[src/rtl/aq_djpeg_idctb_rdctl.sv]
// -----------------------------------------------------------------------------
// aq_djpeg_idctb_rdctl
//
// Read-side sequencer for the IDCT transpose buffer that sits between the row
// and column IDCT passes. When the buffer reports a complete bank, this block
// walks the 32 read addresses of that bank. The strobe on address 31 advances
// the buffer to its next bank. The buffer returns data one cycle after each
// address. That data is captured into a 2-entry skid FIFO and handed to the
// column pass on a valid/ready handshake, tagged with its index and a last
// flag.
//
// Ports:
//   clk            clock
//   rst            asynchronous active-low reset
//   DataInit       synchronous abort/clear of the current block (shared with
//                  the buffer); highest priority
//   DataOutEnable  buffer has at least one complete bank readable
//   DataOutRead    read strobe to the buffer (combinational)
//   DataOutAddress buffer read address (always the address register)
//   DataOutA/B     buffer lanes, valid one cycle after the address
//   OutValid       skid head valid
//   OutReady       column pass accepts the head
//   OutA/B         head data lanes
//   OutIndex       buffer address the head was read from
//   OutLast        head is index 31
//   Busy           sequencing, a read in flight, or the skid is non-empty
// -----------------------------------------------------------------------------
module aq_djpeg_idctb_rdctl #(
  parameter int DW = 16
) (
  input  logic          clk,
  input  logic          rst,
  input  logic          DataInit,
  input  logic          DataOutEnable,
  output logic          DataOutRead,
  output logic [4:0]    DataOutAddress,
  input  logic [DW-1:0] DataOutA,
  input  logic [DW-1:0] DataOutB,
  output logic          OutValid,
  input  logic          OutReady,
  output logic [DW-1:0] OutA,
  output logic [DW-1:0] OutB,
  output logic [4:0]    OutIndex,
  output logic          OutLast,
  output logic          Busy
);

  localparam logic [0:0] S_IDLE = 1'b0;
  localparam logic [0:0] S_READ = 1'b1;

  logic [0:0]    r_state;
  logic [4:0]    r_addr;
  logic          r_inflight;
  logic [4:0]    r_inflight_idx;

  // Skid FIFO: slot "head" drives the outputs, slot "tail" holds the second
  // entry. r_count is the number of valid entries (0..2).
  logic [1:0]    r_count;
  logic [DW-1:0] r_head_a;
  logic [DW-1:0] r_head_b;
  logic [4:0]    r_head_idx;
  logic [DW-1:0] r_tail_a;
  logic [DW-1:0] r_tail_b;
  logic [4:0]    r_tail_idx;

  logic          w_pop;
  logic          w_push;
  logic [2:0]    w_occupancy;
  logic          w_credit_ok;
  logic          w_issue;

  assign w_pop  = OutValid && OutReady;
  assign w_push = r_inflight;

  // Entries the skid will hold after this cycle if nothing new is issued.
  // A new read is allowed only if its data still has a free slot when it
  // arrives next cycle. This keeps the skid from overflowing and still allows
  // one read per cycle when the consumer keeps up.
  assign w_occupancy = {1'b0, r_count} + {2'b00, r_inflight} - {2'b00, w_pop};
  assign w_credit_ok = (w_occupancy < 3'd2);
  assign w_issue     = (r_state == S_READ) && w_credit_ok && !DataInit;

  assign DataOutRead    = w_issue;
  assign DataOutAddress = r_addr;

  assign OutValid = (r_count != 2'd0);
  assign OutA     = r_head_a;
  assign OutB     = r_head_b;
  assign OutIndex = r_head_idx;
  // Gate OutLast with OutValid so that a stale head left after a flush does
  // not report itself as last.
  assign OutLast  = OutValid && (r_head_idx == 5'd31);
  assign Busy     = (r_state != S_IDLE) || r_inflight || (r_count != 2'd0);

  // Sequencer: address walk and the in-flight tracker for the 1-cycle read.
  always_ff @(posedge clk or negedge rst) begin
    if (!rst) begin
      r_state        <= S_IDLE;
      r_addr         <= 5'd0;
      r_inflight     <= 1'b0;
      r_inflight_idx <= 5'd0;
    end else if (DataInit) begin
      r_state    <= S_IDLE;
      r_addr     <= 5'd0;
      r_inflight <= 1'b0;
    end else begin
      r_inflight <= w_issue;
      if (w_issue) begin
        r_inflight_idx <= r_addr;
      end
      if (r_state == S_IDLE) begin
        // IDLE is always entered one cycle after the addr-31 strobe. The
        // enable seen here therefore already reflects the advanced bank.
        if (DataOutEnable) begin
          r_state <= S_READ;
          r_addr  <= 5'd0;
        end
      end else begin
        if (w_issue) begin
          r_addr <= r_addr + 5'd1;  // 31 wraps to 0 naturally
          if (r_addr == 5'd31) begin
            r_state <= S_IDLE;
          end
        end
      end
    end
  end

  // Skid FIFO. Credit gating guarantees that a push never meets a full FIFO
  // unless a pop happens in the same cycle.
  always_ff @(posedge clk or negedge rst) begin
    if (!rst) begin
      r_count    <= 2'd0;
      r_head_a   <= '0;
      r_head_b   <= '0;
      r_head_idx <= 5'd0;
      r_tail_a   <= '0;
      r_tail_b   <= '0;
      r_tail_idx <= 5'd0;
    end else if (DataInit) begin
      // The in-flight entry is dropped: w_push is not honoured here.
      r_count <= 2'd0;
    end else begin
      case ({w_push, w_pop})
        2'b10: begin
          if (r_count == 2'd0) begin
            r_head_a   <= DataOutA;
            r_head_b   <= DataOutB;
            r_head_idx <= r_inflight_idx;
          end else begin
            r_tail_a   <= DataOutA;
            r_tail_b   <= DataOutB;
            r_tail_idx <= r_inflight_idx;
          end
          r_count <= r_count + 2'd1;
        end
        2'b01: begin
          r_head_a   <= r_tail_a;
          r_head_b   <= r_tail_b;
          r_head_idx <= r_tail_idx;
          r_count    <= r_count - 2'd1;
        end
        2'b11: begin
          if (r_count == 2'd2) begin
            r_head_a   <= r_tail_a;
            r_head_b   <= r_tail_b;
            r_head_idx <= r_tail_idx;
            r_tail_a   <= DataOutA;
            r_tail_b   <= DataOutB;
            r_tail_idx <= r_inflight_idx;
          end else begin
            r_head_a   <= DataOutA;
            r_head_b   <= DataOutB;
            r_head_idx <= r_inflight_idx;
          end
        end
        default: begin
        end
      endcase
    end
  end

endmodule

[config.mk]
export PLATFORM = sky130hd
export DESIGN_NAME = aq_djpeg_idctb_rdctl
export DESIGN_NICKNAME = d
export VERILOG_FILES = /design/src/rtl/aq_djpeg_idctb_rdctl.sv
export SDC_FILE = /design/constraint.sdc
export NUM_CORES = 1
export LEC_CHECK = 0
export ABC_AREA = 1
export CELL_PAD_IN_SITES_DETAIL_PLACEMENT = 1
export CELL_PAD_IN_SITES_GLOBAL_PLACEMENT = 2
export CORE_UTILIZATION = 30
export DETAILED_ROUTE_END_ITERATION = 12
export HOLD_SLACK_MARGIN = 0.12
export PLACE_DENSITY_LB_ADDON = 0.1
export SLEW_MARGIN = 10
export SYNTH_ARGS = -nofsm -noshare
export SYNTH_HDL_FRONTEND = slang
export SYNTH_SLANG_ARGS = --single-unit
[constraint.sdc]
create_clock -name clk -period 3.95 [get_ports clk]
set_input_delay 1.185 -clock clk [delete_from_list [all_inputs] [get_ports clk]]
set_output_delay 1.185 -clock clk [all_outputs]
set_load 0.02 [all_outputs]
==> out/qor.txt, run 1 <==
==================================================================================
Family of cells with the greatest summed delay on the critical path   simple AND/OR/NAND/NOR gates
Finish-stage setup viols                                                         0
Worst stage delay on the critical path                                     0.51 ns
Final Cycle Share                                                            0.971
Sequential area share after synthesis                                        0.501
Status                                                                finished, final reports clean
First-pass DRT Iterations                                                        4
Site Rows                                                                       43
Worst slack on hold paths                                                 0.471 ns
Worst R2R End                                                         OutA[15]$_DFFE_PN0P_
Least-Margin Pin Slew                                                     0.927 ns
Via count of the first global-routing pass                                    4310
Final hold violations                                                            0
Slowest library cell on the worst path                                sky130_fd_sc_hd__fa_1
Area of the core region                                                  14100 µm²
Clock tree skew after final layout                                      0.00556 ns
Worst slew margin                                                            0.381
LEAKAGE                                                                    2.96 nW
Chip Height                                                                 123 µm
All-layer global routing usage                                               0.190
Reg2Reg Depth                                                                    7
Number of buffers inserted during clock tree synthesis                           9
Clock Tree Root                                                       sky130_fd_sc_hd__clkbuf_16
Die width                                                                   123 µm
DIE AREA                                                                 15100 µm²
Number of buffers added for setup after CTS                                      0
IO Count                                                                        83
Post-synth top area share                                                    0.501
Fraction of final layout cells sized beyond drive strength 1                0.0639
Distinct cell type count of the synthesized netlist                             24
Flop2flop setup slack                                                      1.54 ns
Net count after synthesis                                                      620
Maximum fanout along the worst path                                              2
Utilization of the core after routing                                        0.400
Wirelength, routed                                                         13.1 mm
Grt ovf                                                                          0
Post-DP Area                                                              5380 µm²
Post-layout power                                                          4.06 mW
Post-DRT Antenna Nets                                                            0
Initial Util                                                                 0.312
Cell area after layout                                                    5630 µm²
Top library cells by usage in the layout, fill and taps aside         219 x sky130_fd_sc_hd__nand2_1, 116 x sky130_fd_sc_hd__nand3_1, 88 x sky130_fd_sc_hd__dfrtp_1
Post-Synthesis Cell Area                                                  4400 µm²
CP arrival                                                                 2.65 ns
TritonCTS sink count                                                            88
Clk_lat worst skew                                                         0.34 ns
Area taken by multi-input logic gates                                     1730 µm²
Library cell occupying the most area in the post-synthesis netlist    sky130_fd_sc_hd__dfrtp_1
Global-route wire length before repair                                     22.0 mm
Max Cap Viol                                                                     0
Classification of the worst-slack hold path                             reg -> reg
WL per Instance                                                            15.6 µm
Number of inserted filler cells in the final layout                           1747
Residual DRC count                                                               0
Power density over the cells                                            720 nW/µm²
Critical Path Sink Type                                                output port
Clock-pin slew on the worst setup and hold paths                           0.06 ns
Hold Path Origin                                                      r_tail_a[0]$_DFFE_PN0P_
Ant. Diodes                                                                      0
Clock tree from TritonCTS                                                      yes
Critical Path Source Type                                             primary input
Iter 0 DRT Violations                                                          149
Logic depth of the worst setup path including buffers                            9
Syn Area/Cell                                                             7.58 µm²
Final worst path period need                                               3.84 ns
Area growth from synthesis to layout                                         28.1%
Critical path type                                                       in -> out
Worst-case clock buffer depth                                                    2
Startpoint of the most critical register-to-register path             r_count[0]$_DFFE_PN0P_
Vias after detailed routing                                                   3981
Largest net degree at the start of global routing                               48
Most common cell after layout, fill and taps aside                    sky130_fd_sc_hd__nand2_1
Routability Congestion                                                       0.786
Final slew viol count                                                            0
Via/cell ratio                                                                4.76
Count of state elements after synthesis                                         88
Worst Hold Path Cells                                                            2
Number of buffer cells added on primary ports                                   82
Required @ worst endpoint                                                  2.76 ns
Maximum level of the CTS H-tree                                                  3
Setup TNS                                                                     0 ns
Nets                                                                           695
Placed wire-length estimate                                                7.97 mm
Post-cts hold buffer count                                                       0
Synthesis warning total                                                          0
Crit path buffers/inverters                                                      3
Cells along the critical path                                         buf_2 > inv_2 > nor3_2 > o21ai_2 > fa_1 > nand2_1 > nand3b_1 > nor2_4 > buf_6
Number of antenna violations at the first check in global routing                0
Top achievable clock speed                                                 261 MHz
Register area                                                             2200 µm²
Worst VDD drop                                                              285 µV
Post-synthesis cell count                                                      580
Leading cell types by total area after synthesis                      sky130_fd_sc_hd__dfrtp_1 50%, sky130_fd_sc_hd__nand2_1 19%, sky130_fd_sc_hd__nand3_1 13%
RSZ-0062 raised after global routing                                         false
Hold endpoint                                                         r_tail_a[0]$_DFFE_PN0P_
==================================================================================
-- power by group --
part | leakage, nW | switching, mW | total, mW | internal (mW)
registers | 1.07 | 0.232 | 1.51 | 1.28
clock network | 0.121 | 0.343 | 0.757 | 0.414
logic | 1.77 | 1.07 | 1.79 | 0.717
total | 2.96 | 1.65 | 4.05 | 2.41
-- per-stage QoR --
stage	std cells	worst slack, ns
floorplan	580	0.0504
global placement	824	-0.766
detailed placement	824	-0.805
CTS	837	0.0633
global route	837	0.00485
finish	837	0.114
-- cells in the mapped netlist --
library cell	instances
sky130_fd_sc_hd__buf_4	10
sky130_fd_sc_hd__fa_1	1
sky130_fd_sc_hd__o21ai_0	8
sky130_fd_sc_hd__o21ai_1	5
sky130_fd_sc_hd__buf_6	1
sky130_fd_sc_hd__nor2_1	4
sky130_fd_sc_hd__inv_1	84
sky130_fd_sc_hd__nand2_1	220
sky130_fd_sc_hd__buf_2	16
sky130_fd_sc_hd__inv_2	1
sky130_fd_sc_hd__nand3b_1	1
sky130_fd_sc_hd__nor3_1	2
sky130_fd_sc_hd__ha_1	2
sky130_fd_sc_hd__nand3_1	116
sky130_fd_sc_hd__or2_2	1
sky130_fd_sc_hd__dfrtp_1	88
sky130_fd_sc_hd__nand2_2	2
sky130_fd_sc_hd__nand3_2	1
sky130_fd_sc_hd__nand3_4	1
sky130_fd_sc_hd__a21oi_1	2
sky130_fd_sc_hd__nand4_1	5
sky130_fd_sc_hd__nor2_4	4
sky130_fd_sc_hd__a21oi_2	2
sky130_fd_sc_hd__clkbuf_1	3
-- logic make-up after synthesis --
kind of cell               after synthesis  share of synthesized area
adders and majority gates                3                     0.0102
DFF                                     88                      0.501
and+or+nand+nor                        357                      0.355
buffers and inverters                  115                      0.113
AOI/OAI and AO/OA                       17                     0.0211
-- timing repair --
item | CTS | global route
cloned | 0 | 0
endpoints found under the setup margin | 1 | 1
pin swaps | 5 | 1
gates resized for setup | 13 | 1
-- worst register-to-register path, cell delays in order, from the launching register on --
cell and delay, ns:
sky130_fd_sc_hd__dfrtp_1 0.40, sky130_fd_sc_hd__buf_4 0.18, sky130_fd_sc_hd__nand2_2 0.65, sky130_fd_sc_hd__nand3_4 0.61
sky130_fd_sc_hd__nand2_1 0.22, sky130_fd_sc_hd__nand3_1 0.12, sky130_fd_sc_hd__nand2_1 0.09, sky130_fd_sc_hd__inv_1 0.04
-- state kept, by name (all words and copies together) (netlist names) --
register and cells:
r_tail_b 16, r_inflight 1, r_inflight_idx 5, r_tail_a 16
OutB 16, DataOutAddress 5, r_state 1, r_tail_idx 5
r_count 2, OutA 16, OutIndex 5
-- final cells by class --
class,count,share of cell area
repair buffers,94,0.163
well taps,180,0.0400
clock inverters,2,0.00178
flip-flops and latches,88,0.391
multi-input cells,377,0.306
inverters,85,0.0567
clock buffers,11,0.0413
-- routing by layer --
metal  routed length [µm]  global-route usage  share of wire  vias to the layer above
met3                  384              0.0268          0.029                       19
li1                     -                   -              -                     1934
met2                 6090               0.313           0.47                       70
met4                  223              0.0693          0.017                        0
met1                 6390               0.254           0.49                     1958
met5                    0                   0              0                        -
-- worst max-delay path by stage --
stage	start	to	slack [ns]
CTS	OutReady	DataOutRead	0.06
floorplan	OutReady	DataOutRead	0.05
detailed placement	OutReady	DataOutRead	-0.80
global placement	OutReady	DataOutRead	-0.77
global route	OutReady	DataOutRead	0.005
finish	OutReady	DataOutRead	0.11
No activity file was read; power rests on OpenSTA's default activity.
==> run 2, diff against run 1 <==
HOLD_SLACK_MARGIN = 0.05   (was 0.12)
==> results of run 2 <==
No change in the layout: final DEF, timing and power equal those of run 1.
==> run 3, diff against run 2 <==
ABC_AREA = unset   (was 1)
CORE_UTILIZATION = 34   (was 30)
==> out/qor.txt, run 3 <==
====================================================================================
Worst VDD drop                                                                286 µV   about the same
Placed wire-length estimate                                                  5.81 mm   -27%
Post-Synthesis Cell Area                                                    3980 µm²   -9.6%
Iter 0 DRT Violations                                                             77   -48%
Post-synth top area share                                                      0.554   +0.0531
Routing usage on met3                                                         0.0288   +0.00205
Worst-case clock buffer depth                                                      2   unchanged
Site Rows                                                                         39   -9.3%
Critical path type                                                         in -> out
Peak-usage layer in the global routing report                                   met2
WL per Instance                                                              15.7 µm   +0.25%
TritonCTS sink count                                                              88   unchanged
Final hold violations                                                              0   unchanged
Critical Path Source Type                                               primary input
Largest net degree at the start of global routing                                 51   +6.3%
Worst slew margin                                                              0.580   +0.199
Maximum level of the CTS H-tree                                                    3   unchanged
Sequential area share after synthesis                                          0.554   +0.0531
IO Count                                                                          83   unchanged
RSZ-0062 raised after global routing                                           false
Number of buffer cells added on primary ports                                     82   unchanged
Fraction of final layout cells sized beyond drive strength 1                   0.283   +0.219
Number of buffers inserted during clock tree synthesis                             9   unchanged
Ant. Diodes                                                                        0   unchanged
Setup slack after layout                                                    0.195 ns   +0.0809 ns
Clock-pin slew on the worst setup and hold paths                             0.06 ns   about the same
Distinct cell type count of the synthesized netlist                               31   +29%
LEAKAGE                                                                      2.26 nW   -24%
CP arrival                                                                   2.57 ns   -0.08 ns
Classification of the worst-slack hold path                               reg -> reg
Leading cell types by total area after synthesis                        sky130_fd_sc_hd__dfrtp_1 55%, sky130_fd_sc_hd__mux2_2 12%, sky130_fd_sc_hd__mux2i_1 9.6%
Max Cap Viol                                                                       0   unchanged
Post-DP Area                                                                4940 µm²   -8.2%
Most common cell after layout, fill and taps aside                      sky130_fd_sc_hd__dfrtp_1
Least-Margin Pin Slew                                                       0.630 ns   -0.297 ns
Post-synthesis cell count                                                        315   -46%
Required @ worst endpoint                                                    2.76 ns   about the same
Post-layout power                                                            2.66 mW   -34%
Synthesis warning total                                                            0   unchanged
Library cell occupying the most area in the post-synthesis netlist      sky130_fd_sc_hd__dfrtp_1
Critical Path Sink Type                                                  output port
Worst setup slack before clock tree synthesis                              -0.788 ns   +0.0164 ns
Most numerous cell in the Yosys netlist                                 sky130_fd_sc_hd__dfrtp_1
Share of flip-flops with an asynchronous set or reset after synthesis           1.00   unchanged
Nets                                                                             452   -35%
Clock tree from TritonCTS                                                        yes
DIE AREA                                                                   12100 µm²   -20%
Final Cycle Share                                                              0.951   -0.0205
Worst slack on hold paths                                                   0.506 ns   +0.0347 ns
Reg2Reg Depth                                                                     15   +8
Flip-flop cell with the highest count after synthesis                   sky130_fd_sc_hd__dfrtp_1
Worst R2R End                                                           r_inflight_idx[0]$_DFFE_PN0P_
Maximum fanout along the worst path                                                3   +1
Cell area after layout                                                      5320 µm²   -5.5%
Startpoint of the most critical register-to-register path               r_count[0]$_DFFE_PN0P_
Routability Congestion                                                         0.711   -9.4%
Vias after detailed routing                                                     2718   -32%
Die width                                                                     110 µm   -11%
All-layer global routing usage                                                 0.158   -0.0320
Count of state elements after synthesis                                           88   unchanged
Setup TNS                                                                       0 ns   unchanged
Finish-stage setup viols                                                           0   unchanged
Post-synth EDFFs                                                                   0   unchanged
Net count after synthesis                                                        355   -43%
Residual DRC count                                                                 0   unchanged
Clock Tree Root                                                         sky130_fd_sc_hd__clkbuf_16
Area growth from synthesis to layout                                           33.8%
Post-DRT Antenna Nets                                                              0   unchanged
Wirelength, routed                                                           8.78 mm   -33%
Initial Util                                                                   0.348   +0.0362
Top achievable clock speed                                                   266 MHz   +2.2%
Worst setup endpoint                                                     DataOutRead
Area of the core region                                                    11400 µm²   -19%
Chip Height                                                                   110 µm   -11%
Power density over the cells                                              501 nW/µm²   -30%
Number of antenna violations at the first check in global routing                  0   unchanged
Origin of the worst setup path                                              OutReady
Clock tree skew after final layout                                        0.00832 ns   +0.00277 ns
Via count of the first global-routing pass                                      2780   -35%
Final worst path period need                                                 3.76 ns   -0.0809 ns
Final slew viol count                                                              0   unchanged
Global-route wire length before repair                                       14.4 mm   -35%
First-pass DRT Iterations                                                          4   unchanged
Status                                                                  finished, final reports clean
Flop2flop setup slack                                                        0.95 ns   -0.59 ns
Clk_lat worst skew                                                           0.34 ns   about the same
Grt ovf                                                                            0   unchanged
Via/cell ratio                                                                  4.85   +2.0%
Top library cells by usage in the layout, fill and taps aside           88 x sky130_fd_sc_hd__dfrtp_1, 79 x sky130_fd_sc_hd__clkdlybuf4s50_1, 42 x sky130_fd_sc_hd__mux2_2
Met1 Usage GRT                                                                 0.205   -0.0493
Syn Area/Cell                                                               12.6 µm²   +66%
Most instantiated cells after synthesis                                 88 x sky130_fd_sc_hd__dfrtp_1, 42 x sky130_fd_sc_hd__mux2_2, 40 x sky130_fd_sc_hd__nor2_1, 38 x sky130_fd_sc_hd__mux2i_1, 24 x sky130_fd_sc_hd__a21oi_2
Global-route track usage on met2                                               0.261   -0.0521
====================================================================================
run 3: changes by cell type after synthesis, moves of 7 or more:
cell,before,now
sky130_fd_sc_hd__mux2_2,0,42
sky130_fd_sc_hd__inv_1,84,0
sky130_fd_sc_hd__buf_2,16,2
sky130_fd_sc_hd__buf_6,1,8
sky130_fd_sc_hd__nand3_1,116,6
sky130_fd_sc_hd__a21oi_1,2,19
sky130_fd_sc_hd__o21ai_0,8,1
sky130_fd_sc_hd__nor2_1,4,40
sky130_fd_sc_hd__nand2_1,220,7
sky130_fd_sc_hd__mux2i_1,0,38
sky130_fd_sc_hd__a21oi_2,2,24
run 3: logic make-up (layout without fill, tap and decap cells):
kind of cell / after synthesis / after routing / synth area share
flip-flops: 88 / 88 / 0.554
multiplexers: 80 / 80 / 0.215
AND/OR/NAND/NOR: 73 / 73 / 0.0865
AO/OA/AOI/OAI: 49 / 49 / 0.0872
buffers and inverters: 20 / 122 / 0.0422
adder cells (fa/ha/maj): 3 / 3 / 0.0113
XOR/XNOR: 2 / 2 / 0.00441
run 3: stage by stage:
step / instances / util
final: 560 / 0.466
after global routing: 560 / 0.466
after CTS: 560 / 0.466
after detailed placement: 536 / 0.433
after global placement: 536 / 0.433
after floorplan: 315 / -
run 3: worst max-delay path: stages:
cell and delay, ns:
sky130_fd_sc_hd__buf_2 0.11, sky130_fd_sc_hd__and3b_1 0.18, sky130_fd_sc_hd__or2_4 0.12, sky130_fd_sc_hd__nand2_2 0.05, sky130_fd_sc_hd__fa_2 0.36, sky130_fd_sc_hd__xnor2_2 0.17
sky130_fd_sc_hd__nand3_2 0.12, sky130_fd_sc_hd__nor2_4 0.13, sky130_fd_sc_hd__buf_6 0.13
run 3: where the power goes:
| part | internal [mW] | total (mW) | switching, mW |
|---|---|---|---|
| registers | 1.07 | 1.16 | 0.0925 |
| clock network | 0.478 | 0.824 | 0.346 |
| logic | 0.349 | 0.680 | 0.331 |
run 3: how the worst min path moves through the flow:
stage	start	end	depth (start not counted)
after floorplan	r_tail_b[1]$_DFFE_PN0P_	r_tail_b[1]$_DFFE_PN0P_	1
after global placement	r_tail_a[2]$_DFFE_PN0P_	r_tail_a[2]$_DFFE_PN0P_	1
after detailed placement	r_tail_a[3]$_DFFE_PN0P_	r_tail_a[3]$_DFFE_PN0P_	1
after CTS	r_tail_b[12]$_DFFE_PN0P_	r_tail_b[12]$_DFFE_PN0P_	1
after global routing	r_tail_b[13]$_DFFE_PN0P_	r_tail_b[13]$_DFFE_PN0P_	1
final	r_tail_b[12]$_DFFE_PN0P_	r_tail_b[12]$_DFFE_PN0P_	1
run 3: per-layer routing:
layer / vias up / wire length [µm]
li1: 1291 / -
met1: 1365 / 3890
met2: 51 / 4430
met3: 11 / 335
met4: 0 / 121
met5: - / 0
run 3: area by class of cell:
type                            count  area, µm²
Sequential cell                    88       2200
Clock buffer                       12        267
Timing Repair Buffer              106        995
Fill cell                        1209       6100
Clock inverter                      4       26.3
Multi-Input combinational cell    207       1650
Tap cell                          143        179
run 3: timing repair:
action / 4_1_cts / 5_1_grt
hold buffers: 0 / 0
buffers inserted: 8 / 0
setup endpoints to repair: 1 / 1
hold endpoints to repair: 0 / 0
gates resized for setup: 15 / 2
pin swaps: 5 / 6
